===== config.mk =====
export PLATFORM = sky130hd
export DESIGN_NAME = tdm_demux_1x4
export DESIGN_NICKNAME = d
export VERILOG_FILES = /design/src/rtl/tdm_demux_1x4.sv
export SDC_FILE = /design/constraint.sdc
export NUM_CORES = 1
export LEC_CHECK = 0
export BUFFER_PORTS_ARGS = -buffer_cell sky130_fd_sc_hd__clkbuf_2
export CAP_MARGIN = 20
export CORE_MARGIN = 1.5
export CORE_UTILIZATION = 25
export DETAILED_ROUTE_END_ITERATION = 6
export PLACE_DENSITY = 0.49
export RECOVER_POWER = 100
export SLEW_MARGIN = 20
export SYNTH_ARGS = -nofsm -noshare
export SYNTH_HDL_FRONTEND = slang
export SYNTH_SLANG_ARGS = --single-unit

===== constraint.sdc =====
create_clock -name clk -period 3.8 [get_ports clk]
set_input_delay 0.38 -clock clk [delete_from_list [all_inputs] [get_ports clk]]
set_output_delay 0.38 -clock clk [all_outputs]
set_load 0.05 [all_outputs]

===== src/rtl/tdm_demux_1x4.sv =====
// tdm_demux_1x4: four-slot TDM receiver; locks to in_sync and presents whole frames on out_a..out_d.
module tdm_demux_1x4 #(
   parameter int WIDTH = 1
) (
   input  logic             clk,
   input  logic             rst,
   input  logic             in_valid,
   input  logic [WIDTH-1:0] in_data,
   input  logic             in_sync,
   output logic [WIDTH-1:0] out_a,
   output logic [WIDTH-1:0] out_b,
   output logic [WIDTH-1:0] out_c,
   output logic [WIDTH-1:0] out_d,
   output logic             out_valid,
   output logic             sync_err,
   output logic             locked,
   output logic [1:0]       slot
);
   typedef enum logic {HUNT, LOCKED} state_t;
   state_t state, state_n;
   logic [1:0] slot_n;
   logic [WIDTH-1:0] h0, h1, h2;
   logic ld0, ldk, fire, err_n;
   always_comb begin
      state_n = state;
      slot_n = slot;
      ld0 = 1'b0;
      ldk = 1'b0;
      fire = 1'b0;
      err_n = 1'b0;
      if (in_valid) begin
         if (state == HUNT) begin
            ld0 = in_sync;
            slot_n = in_sync ? 2'd1 : 2'd0;
            state_n = in_sync ? LOCKED : HUNT;
         end else if (in_sync) begin
            ld0 = 1'b1;
            slot_n = 2'd1;
            err_n = slot != 2'd0;
         end else if (slot == 2'd0) begin
            err_n = 1'b1;
            state_n = HUNT;
         end else begin
            ldk = 1'b1;
            slot_n = slot + 2'd1;
            fire = slot == 2'd3;
         end
      end
   end
   always_ff @(posedge clk or posedge rst) begin
      if (rst) begin
         state <= HUNT;
         slot <= 2'd0;
         h0 <= '0;
         h1 <= '0;
         h2 <= '0;
         out_a <= '0;
         out_b <= '0;
         out_c <= '0;
         out_d <= '0;
         out_valid <= 1'b0;
         sync_err <= 1'b0;
      end else begin
         state <= state_n;
         slot <= slot_n;
         out_valid <= fire;
         sync_err <= err_n;
         if (ld0) h0 <= in_data;
         if (ldk && slot == 2'd1) h1 <= in_data;
         if (ldk && slot == 2'd2) h2 <= in_data;
         // the slot-3 word goes straight to out_d alongside the held slots
         if (fire) begin
            out_a <= h0;
            out_b <= h1;
            out_c <= h2;
            out_d <= in_data;
         end
      end
   end
   assign locked = state == LOCKED;
endmodule


==> impl_metrics.json <==
{
  "status": "completed",
  "ff2ff_path_depth": 6,
  "grt_antenna_before_repair": 0,
  "powerDensity_nw_per_um2": 853,
  "yosysSeqAreaShare": 0.485,
  "worstPathMaxFanout": 11,
  "vias": 396,
  "drt-pass1-iter-count": 3,
  "grt_pass1_wl_um": 1930,
  "cts-root-buf": "clkbuf_4",
  "ios": 14,
  "holdWs_ns": 0.0836,
  "cts_tree": "done",
  "arrival_ns": 1.32,
  "synth.top_cells.by_count": "dfrtp_1, ha_1, inv_1",
  "min_path_type": "input pin to asynchronous set/reset pin",
  "rsz0062_at_grt": "false",
  "synth_most_common_cell": "dfrtp_1",
  "io_buffers": 13,
  "synth_top_area_cell": "dfrtp_1",
  "maxCapViolations": 0,
  "power_mw": 0.594,
  "ctsLongestPathBuffers": 2,
  "fin_skew_ns": 0.00315,
  "dieArea_sq_um": 2790,
  "place_area_sq_um": 701,
  "fmax_mhz": 590,
  "critical-path-top-delay-family": "flip-flops",
  "insertion_delay_ns": 0.27,
  "ir_drop_uv": 347,
  "slew-limit-headroom": 0.598,
  "syn_avg_cell_area_sq_um": 12.9,
  "grt_max_degree": 13,
  "synth_area_sq_um": 619,
  "drive_gt1_frac": 0.194,
  "power_leakage_nw": 0.346,
  "viasPerCell": 4.40,
  "grt_usage": 0.101,
  "synthDistinctLibCells": 20,
  "numCtsBuffers": 3,
  "synth_edf_count": 0,
  "setup_viol": 0,
  "max_slew.worst_pin.slew_ns": 0.605,
  "overflow": 0,
  "place_hpwl_um": 833,
  "end_kind": "output pin",
  "cts_setup_buffers": 0,
  "drcViolationCount": 0,
  "fin_setup_tns_ns": 0,
  "wire_per_inst_um": 12.7,
  "fp.dieH_um": 52.8,
  "start_util": 0.272,
  "timing.critical_path.buf_inv": 1,
  "drtAntennaViolNets": 0,
  "finalMaxSlewViolations": 0,
  "fin_area_sq_um": 696,
  "critical-path-max-stage-delay_ns": 0.53,
  "core_sq_um": 2280,
  "routed_wl_um": 1140,
  "die_x_um": 52.8,
  "grt_pass1_vias": 408,
  "area_growth_pct": 12.3,
  "startpoint_type": "register",
  "crit_type": "register to output pin",
  "nNetsFinal": 75,
  "synthArstFlopShare": 1.00,
  "ys_ff_latch": 12,
  "rows": 17,
  "worstPathCellList": "clkbuf_1",
  "timing.final.crit_period_ns": 1.70,
  "postCtsHoldBufs": 0,
  "r2r_end": "h2",
  "synthTopCellsByArea": "dfrtp_1, ha_1, mux2_2, nand4b_4, inv_1",
  "synthCells": 48,
  "clk_pin_slew_ns": 0.08,
  "final-hold-violation-count": 0,
  "drt_iter0_markers": 2,
  "yosysTopAreaCellShare": 0.485,
  "num_antenna_cells": 0,
  "gp_congestion": 0.687,
  "worstReg2RegStart": "slot[0]",
  "ys.flop_type": "dfrtp_1",
  "min_period_over_period": 0.446,
  "h-tree-depth": 1,
  "yosysWarnings": 0,
  "r2r_slack_ns": 2.18,
  "worst_path_max_delay_cell": "dfrtp_1",
  "worst_ep_required_time_ns": 3.42,
  "syn-num-nets": 59,
  "clock_sinks": 12,
  "cts_resized": 0
}
-- through the flow --
| step | setup slack [ns] | cells | utilization |
|---|---|---|---|
| floorplan | 2.00 | 48 | - |
| global placement | 2.23 | 87 | 0.308 |
| CTS | 2.17 | 90 | 0.318 |
| finish | 2.10 | 90 | 0.306 |
| global route | 2.07 | 90 | 0.306 |
| detailed placement | 2.18 | 87 | 0.308 |
-- cell type report --
class / instances / area (sq um)
Inverter: 6 / 22.5
Sequential cell: 12 / 300
Tap cell: 28 / 35.0
Fill cell: 238 / 1580
Multi-Input combinational cell: 28 / 263
Timing Repair Buffer: 13 / 52.6
Clock buffer: 3 / 22.5
-- kinds of logic (layout without fill, tap and decap cells) --
family | Yosys count | after routing | synth area share
compound gates | 5 | 5 | 0.0586
fa+ha+maj | 6 | 6 | 0.121
buf+inv | 8 | 22 | 0.0667
flops | 12 | 12 | 0.485
mux | 7 | 7 | 0.127
simple gates | 10 | 10 | 0.141
-- cell usage in the layout, fill, tap and decap left out --
master and n:
a211o_2 1, a21boi_0 1, a21oi_1 1, a31oi_1 1, and4b_1 1, and4bb_1 1
clkbuf_1 10, clkbuf_2 3, clkbuf_4 3, dfrtp_1 12, ha_1 6, inv_1 6
mux2_1 2, mux2_2 5, nand2_1 2, nand4_1 2, nand4b_1 1, nand4bb_1 1
nor2_1 1, nor2b_1 1, o211ai_1 1
-- state kept, by name, summed over array words and instances, names as in the netlist --
name,count
locked,1
h0,1
out_b,1
out_valid,1
h2,1
slot,2
h1,1
sync_err,1
out_c,1
out_a,1
out_d,1
-- metal layers --
metal | wire length, um | global-route usage
met5 | 0 | 0
met4 | 13 | 0.0385
met3 | 74 | 0.0543
met2 | 530 | 0.150
met1 | 522 | 0.121
-- worst max-delay path by stage --
stage / from / depth (start not counted) / endpoint
after global routing: locked / 1 / locked
after detailed placement: slot[0] / 6 / h2
after floorplan: slot[0] / 6 / h2
after CTS: slot[0] / 6 / h2
after global placement: slot[0] / 6 / h2
final: locked / 1 / locked
-- where the power goes --
group          switching [mW]  internal [mW]  total [mW]
clock                  0.0425         0.0367      0.0792
sequential             0.0450          0.177       0.222
combinational           0.212         0.0799       0.292
total                   0.300          0.294       0.594
(Power assumes the default switching activity.)
